### src/rtl/ifetch_unit.sv
// RV32I instruction fetch stage: owns the PC, runs a single-outstanding imem handshake
// and feeds a registered inst/pc_out pair to ID. Optional counters: IFETCH_PERF_CNT_EN.
module ifetch_unit #(
   parameter logic [31:0] RESET_PC = 32'h0000_0000,
   parameter logic [31:0] NOP_INST = 32'h0000_0013
) (
   input  logic        clk,
   input  logic        reset,
   output logic        imem_req,
   output logic [31:0] imem_addr,
   input  logic        imem_ack,
   input  logic [31:0] imem_rdata,
   input  logic        stall,
   input  logic        redirect,
   input  logic [31:0] redirect_pc,
   output logic [31:0] inst,
   output logic [31:0] pc_out,
   output logic        inst_valid
`ifdef IFETCH_PERF_CNT_EN
   ,
   output logic [31:0] perf_fetched,
   output logic [31:0] perf_bubbles
`endif
);

   typedef enum logic [1:0] {
      ST_FETCH,
      ST_SQUASH,
      ST_HOLD
   } state_e;

   state_e      state_q, state_d;
   logic [31:0] pc_q, pc_d;
   logic [31:0] req_addr_q, req_addr_d;
   logic [31:0] inst_q, inst_d;
   logic [31:0] pc_out_q, pc_out_d;
   logic        inst_valid_q, inst_valid_d;
   logic [31:0] skid_q, skid_d;
   logic [31:0] skid_pc_q, skid_pc_d;
   logic [31:0] target_pc;
   logic [31:0] pc_inc;

   assign target_pc = redirect_pc & ~32'd3;
   assign pc_inc    = pc_q + 32'd4;

   // No request while the skid buffer is full, nor during the reset cycle itself.
   assign imem_req   = (state_q != ST_HOLD) && !reset;
   assign imem_addr  = req_addr_q;
   assign inst       = inst_q;
   assign pc_out     = pc_out_q;
   assign inst_valid = inst_valid_q;

   always_comb begin
      state_d      = state_q;
      pc_d         = pc_q;
      req_addr_d   = req_addr_q;
      inst_d       = inst_q;
      pc_out_d     = pc_out_q;
      inst_valid_d = inst_valid_q;
      skid_d       = skid_q;
      skid_pc_d    = skid_pc_q;

      case (state_q)
         ST_FETCH: begin
            if (imem_ack) begin
               if (redirect) begin
                  pc_d         = target_pc;
                  req_addr_d   = target_pc;
                  inst_valid_d = 1'b0;
                  inst_d       = NOP_INST;
               end else if (!stall) begin
                  inst_d       = imem_rdata;
                  pc_out_d     = pc_q;
                  inst_valid_d = 1'b1;
                  pc_d         = pc_inc;
                  req_addr_d   = pc_inc;
               end else begin
                  skid_d    = imem_rdata;
                  skid_pc_d = pc_q;
                  pc_d      = pc_inc;
                  state_d   = ST_HOLD;
               end
            end else if (redirect) begin
               // Request stays on the bus at its old address until acked, then is dropped.
               pc_d         = target_pc;
               inst_valid_d = 1'b0;
               inst_d       = NOP_INST;
               state_d      = ST_SQUASH;
            end else if (!stall) begin
               inst_valid_d = 1'b0;
               inst_d       = NOP_INST;
            end
         end

         ST_SQUASH: begin
            if (redirect) begin
               pc_d = target_pc;
            end
            if (imem_ack) begin
               req_addr_d = redirect ? target_pc : pc_q;
               state_d    = ST_FETCH;
            end
         end

         ST_HOLD: begin
            if (redirect) begin
               pc_d         = target_pc;
               req_addr_d   = target_pc;
               inst_valid_d = 1'b0;
               inst_d       = NOP_INST;
               state_d      = ST_FETCH;
            end else if (!stall) begin
               inst_d       = skid_q;
               pc_out_d     = skid_pc_q;
               inst_valid_d = 1'b1;
               req_addr_d   = pc_q;
               state_d      = ST_FETCH;
            end
         end

         default: begin
            state_d = ST_FETCH;
         end
      endcase
   end

   always_ff @(posedge clk) begin
      if (reset) begin
         state_q      <= ST_FETCH;
         pc_q         <= RESET_PC;
         req_addr_q   <= RESET_PC;
         inst_q       <= NOP_INST;
         pc_out_q     <= '0;
         inst_valid_q <= 1'b0;
         skid_q       <= '0;
         skid_pc_q    <= '0;
      end else begin
         state_q      <= state_d;
         pc_q         <= pc_d;
         req_addr_q   <= req_addr_d;
         inst_q       <= inst_d;
         pc_out_q     <= pc_out_d;
         inst_valid_q <= inst_valid_d;
         skid_q       <= skid_d;
         skid_pc_q    <= skid_pc_d;
      end
   end

`ifdef IFETCH_PERF_CNT_EN
   logic [31:0] perf_fetched_q, perf_fetched_d;
   logic [31:0] perf_bubbles_q, perf_bubbles_d;
   logic        fetch_take;

   // A response counts as fetched unless a redirect or squash throws it away.
   assign fetch_take = (state_q == ST_FETCH) && imem_ack && !redirect;

   always_comb begin
      perf_fetched_d = perf_fetched_q;
      perf_bubbles_d = perf_bubbles_q;
      if (fetch_take && (perf_fetched_q != '1)) begin
         perf_fetched_d = perf_fetched_q + 32'd1;
      end
      if (!stall && !inst_valid_d && (perf_bubbles_q != '1)) begin
         perf_bubbles_d = perf_bubbles_q + 32'd1;
      end
   end

   always_ff @(posedge clk) begin
      if (reset) begin
         perf_fetched_q <= '0;
         perf_bubbles_q <= '0;
      end else begin
         perf_fetched_q <= perf_fetched_d;
         perf_bubbles_q <= perf_bubbles_d;
      end
   end

   assign perf_fetched = perf_fetched_q;
   assign perf_bubbles = perf_bubbles_q;
`endif

endmodule

### config.mk
export PLATFORM = sky130hd
export DESIGN_NAME = ifetch_unit
export DESIGN_NICKNAME = d
export VERILOG_FILES = /design/src/rtl/ifetch_unit.sv
export SDC_FILE = /design/constraint.sdc
export NUM_CORES = 1
export LEC_CHECK = 0
export ABC_AREA = 1
export CAP_MARGIN = 20
export CORE_MARGIN = 1
export CORE_UTILIZATION = 40
export DETAILED_ROUTE_END_ITERATION = 10
export HOLD_SLACK_MARGIN = 0.15
export SLEW_MARGIN = 20
export SYNTH_ARGS = -nofsm -noshare
export SYNTH_HDL_FRONTEND = slang
export SYNTH_SLANG_ARGS = --single-unit
### constraint.sdc
create_clock -name clk -period 4.3 [get_ports clk]
set_input_delay 0.645 -clock clk [delete_from_list [all_inputs] [get_ports clk]]
set_output_delay 0.645 -clock clk [all_outputs]
set_load 0.05 [all_outputs]
==> out/metrics.csv <==
metric;value;unit
Post-synth ARST share;0;%
Area growth syn-to-layout;26.1;%
result of the run;complete, no violations;
vias in the first global route;9010;
Initial Util;40.7;%
H-tree depth;4;
pin count of the biggest net entering global routing;91;
CP startpoint;state_q[0]$_SDFFE_PP0P_;
Fin Setup TNS;0;ns
fin crit period;3.02;ns
CP Capture Type;primary output;
Die Span X;154;um
register area;3900;um2
CP required;3.65;ns
RSZ-0062 raised after global routing;false;
Sink Count;195;
Post-DRT Antenna Nets;0;
first-pass GRT wire length;47.5;mm
Filler Cell Count;2275;
clk_lat worst skew;0.44;ns
diodes inserted;0;
path depth of the worst reg2reg path;8;
RePlAce Congestion;0.897;
Netlist Area Pre-Place;9220;um2
final hold violation count;0;
Pre-Repair DR Iteration Count;6;
IO Count;167;
initial antenna violation count;0;
Max-slew headroom;45.2;%
clk buf depth;2;
multi-input logic area;4700;um2
post-cts sizing count;0;
worst setup margin;1.28;ns
Syn Area/Cell;6.86;um2
Final Max Slew Viols;0;
Worst setup endpoint;imem_req;
initial DRC count;671;
CP Max Fanout;34;
CTS tree;yes;
PortBufs;164;
DIE AREA;23700;um2
clk slew on worst S/H paths;0.08;ns
most common flop cell mapped by yosys;dfxtp_1;
Core Area;22600;um2
Max Cap Violations;0;
critical path type;reg2out;
Cell Rows;55;
Synthesized Nets;1417;
fin crit share;70.3;%
share of cells above drive strength 1;5.80;%
routed vias;9462;
Tot Pwr;8120;uW
pre-CTS setup slack;1.08;ns
Setup-failing EPs final;0;
Tightest Hold Check Type;reg2reg;
DRC violations left;0;
GRT Residual Overflow;0;
Crit Reg-Reg Endpoint;imem_addr[2]$_SDFFE_PP0P_;
CTS root buffer;clkbuf_16;
FF-to-FF Start;state_q[0]$_SDFFE_PP0P_;
type of origin of the critical path;flop;
post-detail-place hpwl;19.6;mm
peak supply drop;0.000506;V
post-synthesis register bit count;195;
die height;154;um
fmax;0.331;GHz
post-DR vias/cell;5.41;
Post-Route WL;29.7;mm
Hold Buf Count CTS;0;
Routed WL per cell;17.0;um
CP arrival;2.38;ns
Leak;0.00444;uW
clock buffer count from CTS;17;
GRT Total Usage;25.3;%
power per cell area;699;nW/um2
count of different cell masters after synthesis;35;
Cells after Synth;1343;
hold slack;0.475;ns
EDFF count, synth;0;
worst slew pin tran;0.822;ns
clock skew;0.0160;ns
synth warn;0;
Final nets;1526;
sequential-to-total area share from yosys stat;42.4;%
Core Util, Final;51.3;%
setup slack, reg-to-reg;1.56;ns
post-CTS setup buffers;0;
## power breakdown
group	total [uW]	internal (uW)	switching [uW]
logic	3830	1140	2690
registers	2610	2240	363
clock network	1680	849	831
## worst max-delay path, cell delays in order (launching register included)
cell and delay (ns):
dfxtp_1 0.37, inv_1 0.09, ha_1 0.24, buf_4 0.28, nor2_1 0.15, clkdlybuf4s50_1 0.80
## cells by family after synthesis
logic type	Yosys count	share of synthesized area, %
muxes	1	0.109
adders and majority gates	5	0.679
xor gates and xnor gates	1	0.0950
buffers and inverters	155	6.77
AOI/OAI and AO/OA	444	25.7
and+or+nand+nor	542	24.2
DFF	195	42.4
## worst min path at each step
| stage | startpoint | end | slack, ns | depth (start not counted) |
|---|---|---|---|---|
| 2_1_floorplan | pc_q[0]$_SDFFE_PP0P_ | pc_q[0]$_SDFFE_PP0P_ | 0.45 | 2 |
| 3_3_place_gp | imem_addr[0]$_SDFFE_PP0P_ | imem_addr[0]$_SDFFE_PP0P_ | 0.45 | 2 |
| 3_5_place_dp | imem_addr[0]$_SDFFE_PP0P_ | imem_addr[0]$_SDFFE_PP0P_ | 0.46 | 2 |
| 4_1_cts | imem_addr[0]$_SDFFE_PP0P_ | imem_addr[0]$_SDFFE_PP0P_ | 0.48 | 2 |
| 5_1_grt | imem_addr[1]$_SDFFE_PP0P_ | imem_addr[1]$_SDFFE_PP0P_ | 0.51 | 2 |
| 6_report | imem_addr[1]$_SDFFE_PP0P_ | imem_addr[1]$_SDFFE_PP0P_ | 0.48 | 2 |
## sequential cells by signal, summed over array words and instances, names as in the netlist
name and count:
skid_pc_q 32, imem_addr 32, pc_q 32, state_q 2, pc_out 32, inst_valid 1, inst 32, skid_q 32
## through the flow
stage               std cells  instance area (um2)
detailed placement       1717                11000
CTS                      1749                11600
global placement         1717                11000
global route             1750                11600
floorplan                1343                 9220
finish                   1750                11600
## cell usage in the layout (no fill, tap or decap), drive strengths merged
cell type      synthesis  layout
and2                   2       2
nand2                268     268
o221ai                 3       3
nand3                 50      50
mux2i                  1       1
clkbuf                60      17
dfxtp                195     195
buf                   36      24
o21a                   1       1
nand4                 15      15
nor2                 204     204
xor2                   1       1
clkinv                 0       6
clkinvlp               0       1
inv                   59      66
nor3                   3       3
o21ai                169     169
o21bai                 7       7
a21boi                 1       1
a21oi                220     220
o211ai                 8       8
ha                     5       5
clkdlybuf4s50          0     162
a211oi                 4       4
bufinv                 0       1
o221a                  1       1
a221oi                 1       1
a22oi                 29      29
## synthesized netlist by cell type (2+ instances only)
master    number  area (um2)
o21ai_0      167         836
clkbuf_1      58         218
a211oi_1       4        30.0
nor2_4         5        56.3
nand4_1       15        93.8
o21bai_1       7        52.6
o221ai_1       3        26.3
a22oi_1       29         218
nand3_1       49         245
nand2_1      265         995
o211ai_1       8        60.1
buf_1          4        15.0
buf_2         32         160
nor3_1         2        10.0
inv_1         55         206
nor2_1       189         709
ha_1           5        62.6
and2_1         2        12.5
clkbuf_2       2        10.0
nor2_2        10        62.6
dfxtp_1      195        3900
nand2_2        2        12.5
a21oi_1      220        1100
inv_2          4        15.0
## layer usage
metal / share of wire (%) / global-route usage [%] / up-vias
met5: 0 / 0 / -
met4: 3.5 / 11.0 / 0
met3: 5.9 / 5.50 / 50
met2: 48 / 43.0 / 283
met1: 43 / 30.7 / 4406
li1: - / - / 4723
## layout make-up
type	count	area share, %
inverter	59	1.91
multi-input combinational	993	40.4
tap	285	3.07
clock buffer	17	3.66
clock inverter	15	1.76
timing repair buffer	186	15.6
sequential	195	33.6
Note: power is estimated with default switching activity, not from simulation.
==> variant 1, RTL diff (config.mk and constraints unchanged) <==
Re-encode `state_e` (3 states) as one-hot, 3 bits wide.
--- a/src/rtl/ifetch_unit.sv
+++ b/src/rtl/ifetch_unit.sv
@@ -23,10 +23,10 @@
 `endif
 );
 
-   typedef enum logic [1:0] {
-      ST_FETCH,
-      ST_SQUASH,
-      ST_HOLD
+   typedef enum logic [2:0] {
+      ST_FETCH  = 3'b001,
+      ST_SQUASH = 3'b010,
+      ST_HOLD   = 3'b100
    } state_e;
 
    state_e      state_q, state_d;
Behaviour: no difference found for any inputs over 4 cycles, from zero or initial values and one cycle with reset high; so few cycles prove little.
==> variant 1 against the original RTL <==
- design area is 0.59% lower
- wire length is 6.3% lower
- register-to-register slack worse by 90 ps
- synthesized area is 0.80% higher
- clock skew is 3.3 ps lower
- core utilization is 0.46 points lower
- critical endpoint unchanged
- setup slack better by 58 ps
- sequential cell count is 1 higher
- hold slack worse by 31 ps
Power is not compared: it rests on default switching activity, and its combinational part moved more than twofold at a synthesized area within 25%.
==> variant 1: results (changes against the original RTL) <==
Outcome
Result of the run: finished clean (unchanged).

Layout
The fraction of layout instances using a drive strength above 1 is 5.70% (was 5.80%). The count of antenna diodes in the layout is 0 (unchanged). The net count reported at finish is 1,513 (was 1,526).

Detailed routing
The met1 layer wirelength in the final routing is 13,700 um (was 12,800 um). The routed via count divided by cell count is 5.38 (was 5.41). The met3 routed wirelength came to 1820 um (was 1750 um). The final routed wirelength across all metal layers is 27,800 um (was 29,700 um). The first-pass detailed-route iteration total is 5 (was 6). The amount of wire on met2 after detailed routing is 11,900 um (was 14,100 um). The first-iteration detailed-routing DRC count is 730 (was 671). The via count is 9,360 (was 9,462). The highest routing layer actually used is met4 (unchanged).

Clock tree
The number of gates given a new drive strength after cts is 0 (unchanged). The clock transition at the registers of the reported paths is roughly 70 ps. The later pin in the worst-skew pair is clocked with a latency of approximately 450 ps.

Synth
The count of mapped cells out of synthesis is 1,344 (was 1,343). The number of distinct standard cells referenced by the synthesized netlist is 33 (was 35). Most instantiated cells after synthesis: sky130_fd_sc_hd__o21ai_0, sky130_fd_sc_hd__a21oi_1, sky130_fd_sc_hd__dfxtp_1 (was sky130_fd_sc_hd__nand2_1, sky130_fd_sc_hd__a21oi_1, sky130_fd_sc_hd__dfxtp_1). The part of the Yosys area used for sequential elements is 42.2% (was 42.4%).

The synthesized netlist net count came to 1,414 (was 1,417). The post-synthesis async set-or-reset flop share came to 0% (unchanged). The number of synthesis warnings is 0 (unchanged). Biggest area contributors in the synthesized netlist: sky130_fd_sc_hd__dfxtp_1, sky130_fd_sc_hd__o21ai_0, sky130_fd_sc_hd__a21oi_1 (was sky130_fd_sc_hd__dfxtp_1, sky130_fd_sc_hd__a21oi_1, sky130_fd_sc_hd__nand2_1).

Timing
The final clock skew came to 12.7 ps (was 16.0 ps). The worst slew slack as a fraction of its limit came to 39.2% (was 45.2%).

Worst setup path
The maximum fanout along the worst path was 37 (was 34). The critical path arrival was 2320 ps (was 2380 ps). The cell family contributing the most delay on the critical path is buffers and inverters (unchanged). The largest stage delay on the critical path is 820 ps (was 800 ps).

Global route
The global-route track usage on met1 is 34.2% (was 30.7%). The maximum number of pins on one net before global-route repair is 126 (was 91). The total global routing track utilization was 23.3% (was 25.3%). The met2 demand-to-capacity share in global routing was 34.6% (was 43.0%). The met3 global-route usage is 4.74% (was 5.50%). The number of global-route vias before repair came to 8,265 (was 9,010). The first-pass GRT wire length was 44,500 um (was 47,500 um).

Placed design
The post-detailed-placement half-perimeter wirelength is 18,000 um (was 19,600 um). The last weighted congestion value of the routability-driven placer came to 0.872 (was 0.897). The total cell area at the placement stage is 11,000 um^2 (about the same).

The placement-stage worst setup slack is 1020 ps (was 1080 ps). The number of placed instances with taps included is 1,709 (was 1,717).
## variant 1: worst register-to-register path, cell delays in order, from the launching register on
cell	delay, ps
sky130_fd_sc_hd__dfxtp_1	330
sky130_fd_sc_hd__inv_2	60
sky130_fd_sc_hd__nand3_1	110
sky130_fd_sc_hd__nand2_2	70
sky130_fd_sc_hd__buf_4	310
sky130_fd_sc_hd__nor2_2	50
sky130_fd_sc_hd__buf_4	220
sky130_fd_sc_hd__inv_2	90
sky130_fd_sc_hd__nand3_2	320
sky130_fd_sc_hd__inv_2	710
sky130_fd_sc_hd__o21ai_0	200
sky130_fd_sc_hd__a21oi_1	200
sky130_fd_sc_hd__nor2_1	60
## variant 1: worst paths after layout
kind	startpoint	to	slack [ps]	cells after the start
worst max-delay path	state_q[0]	imem_req	1340	6
worst min-delay path	pc_out[1]	pc_out[1]	440	2
worst max register to register	state_q[2]	imem_addr[7]	1470	12
worst min register to register	pc_out[1]	pc_out[1]	440	2
## variant 1: where the power goes
group,total (mW),internal [mW],switching (mW)
Combinational,1.70,0.545,1.16
Clock,1.63,0.828,0.801
Sequential,2.23,2.05,0.179
Total,5.56,3.42,2.14
## variant 1: logic make-up after synthesis
group / share of synthesized area (%)
buffers and inverters: 8.89
DFF: 42.2
adders and majority gates: 0.135
AOI/OAI and AO/OA: 28.7
and+or+nand+nor: 20.0
## variant 1: layout make-up
| cell class | count | area [um^2] |
|---|---|---|
| Multi-Input combinational cell | 950 | 4540 |
| Inverter | 99 | 377 |
| Tap cell | 285 | 357 |
| Sequential cell | 196 | 3920 |
| Timing Repair Buffer | 179 | 1760 |
| Clock buffer | 17 | 425 |
| Fill cell | 2291 | 11200 |
| Clock inverter | 14 | 163 |
==> variant 2, RTL diff (config.mk and constraints unchanged) <==
Without the edit above. The option `IFETCH_PERF_CNT_EN` is turned on by a define.
--- a/src/rtl/ifetch_unit.sv
+++ b/src/rtl/ifetch_unit.sv
@@ -1,5 +1,7 @@
 // RV32I instruction fetch stage: owns the PC, runs a single-outstanding imem handshake
 // and feeds a registered inst/pc_out pair to ID. Optional counters: IFETCH_PERF_CNT_EN.
+`define IFETCH_PERF_CNT_EN
+
 module ifetch_unit #(
    parameter logic [31:0] RESET_PC = 32'h0000_0000,
    parameter logic [31:0] NOP_INST = 32'h0000_0013
Function (old outputs only; new: perf_bubbles and perf_fetched): kept (equiv_simple and equiv_induct, registers matched by name and starting in step).
==> variant 2 against the original RTL <==
- wire length grew 45%
- total power grew 7.0%
- sequential cell count grew 64
- synthesized area grew 45%
- non-clock buffer count grew 62
- setup slack lost 250 ps
- design area grew 45%
- first-iteration DRC count grew 74%
- largest power group unchanged
==> variant 2: results (changes against the original RTL) <==
Outcome
Result of the run: finished clean (unchanged).

Pwr
The reported clock group power came to 2.55 mW (was 1.68 mW). The power drawn by the sequential cells came to 3.01 mW (was 2.61 mW). The static leakage is 6.23 nW (was 4.44 nW).

Placed design
The total cell area at the placement stage was 15,800 um^2 (was 11,000 um^2). The post-detailed-placement half-perimeter wirelength is 28,800 um (was 19,600 um). The last weighted congestion value of the routability-driven placer is 0.925 (was 0.897). The count of input and output buffers came to 228 (was 164). The placement-stage worst setup slack is 1080 ps (about the same).

Detailed routing
The highest routing layer actually used is met5 (was met4). The routed via count divided by cell count came to 5.23 (was 5.41). The met3 routed wirelength is 2680 um (was 1750 um). The amount of wire on met2 after detailed routing was 19,600 um (was 14,100 um). The average routed wire per standard cell was 16.0 um (was 17.0 um). The first-pass detailed-route iteration total was 5 (was 6). The met1 layer wirelength in the final routing is 19,200 um (was 12,800 um).

Global route
The initial antenna violation count came to 1 (was 0). The total global routing track utilization was 24.7% (was 25.3%). The maximum number of pins on one net before global-route repair is 108 (was 91).

The number of global-route vias before repair is 12.8k (was 9,010). The global-route track usage on met1 is 32.6% (was 30.7%). The met2 demand-to-capacity share in global routing is 40.8% (was 43.0%). The met3 global-route usage is 3.46% (was 5.50%). The first-pass GRT wire length is 67,500 um (was 47,500 um).

Worst setup path
The setup slack of the most critical reg-to-reg path was 1620 ps (was 1560 ps). The maximum fanout along the worst path is 37 (was 34). The largest stage delay on the critical path is 860 ps (was 800 ps).

The reg-to-reg endpoint is pc_out[20] (was imem_addr[2]).

Synth
Most instantiated cells after synthesis: sky130_fd_sc_hd__nand2_1, sky130_fd_sc_hd__a21oi_1, sky130_fd_sc_hd__dfxtp_1 (unchanged). Biggest area contributors in the synthesized netlist: sky130_fd_sc_hd__dfxtp_1, sky130_fd_sc_hd__nand2_1, sky130_fd_sc_hd__a21oi_1 (was sky130_fd_sc_hd__dfxtp_1, sky130_fd_sc_hd__a21oi_1, sky130_fd_sc_hd__nand2_1). The number of distinct standard cells referenced by the synthesized netlist is 38 (was 35).

The part of the Yosys area used for sequential elements is 38.9% (was 42.4%). The synthesized netlist net count came to 2,141 (was 1,417).

Clock tree
The H-tree depth reported by CTS is 1 (was 4). The clock latency of the later-clocked register in the worst-skew pair is 570 ps (was 440 ps). The clock transition at the registers of the reported paths is 60 ps (was 80 ps). The largest buffer count on any clock path is 3 (was 2).

Timing
The final cycle utilization of the critical path is 76.1% (was 70.3%). The worst slew slack as a fraction of its limit is 23.5% (was 45.2%).

Hold path
The kind of path behind the tightest hold check is in2reg (was reg2reg). The capture endpoint of the worst hold path is perf_fetched[20] (was imem_addr[1]).
[variant 2: cell types whose count changed in the layout (fill, tap and decap cells not counted), moves of 11 or more]
| cell | before | now |
|---|---|---|
| sky130_fd_sc_hd__xor2_1 | 1 | 24 |
| sky130_fd_sc_hd__clkbuf_1 | 0 | 11 |
| sky130_fd_sc_hd__a21oi_1 | 220 | 320 |
| sky130_fd_sc_hd__nor3_1 | 2 | 19 |
| sky130_fd_sc_hd__nor2_1 | 187 | 233 |
| sky130_fd_sc_hd__o21ai_0 | 167 | 206 |
| sky130_fd_sc_hd__dfxtp_1 | 195 | 259 |
| sky130_fd_sc_hd__nand2_1 | 265 | 527 |
| sky130_fd_sc_hd__clkdlybuf4s50_1 | 162 | 226 |
| sky130_fd_sc_hd__nand3_1 | 49 | 107 |
| sky130_fd_sc_hd__a22oi_1 | 29 | 0 |
| sky130_fd_sc_hd__inv_1 | 54 | 152 |
| sky130_fd_sc_hd__clkbuf_16 | 17 | 31 |
[variant 2: stage by stage]
step           hold WS [ps]  total power [mW]  cells  util [%]
2_1_floorplan           455              5.11   2064         -
3_3_place_gp            450              6.14   2636      48.5
3_5_place_dp            454              6.17   2636      48.5
4_1_cts                 442              8.75   2692      51.5
5_1_grt                 466              9.14   2692      51.5
6_report                460              8.69   2692      51.5
[variant 2: area by class of cell]
cell class | instances | area (um^2)
fill | 3275 | 15800
inverter | 160 | 604
sequential | 259 | 5180
clock inverter | 6 | 58.8
multi-input combinational | 1527 | 7040
timing repair buffer | 248 | 2450
clock buffer | 50 | 927
tap | 442 | 553
[variant 2: logic make-up after synthesis]
family / share of synthesized area (%)
AO/OA/AOI/OAI: 21.3
XOR/XNOR: 1.91
adder cells (fa/ha/maj): 0.752
buffers and inverters: 8.34
flip-flops: 38.9
AND/OR/NAND/NOR: 28.8
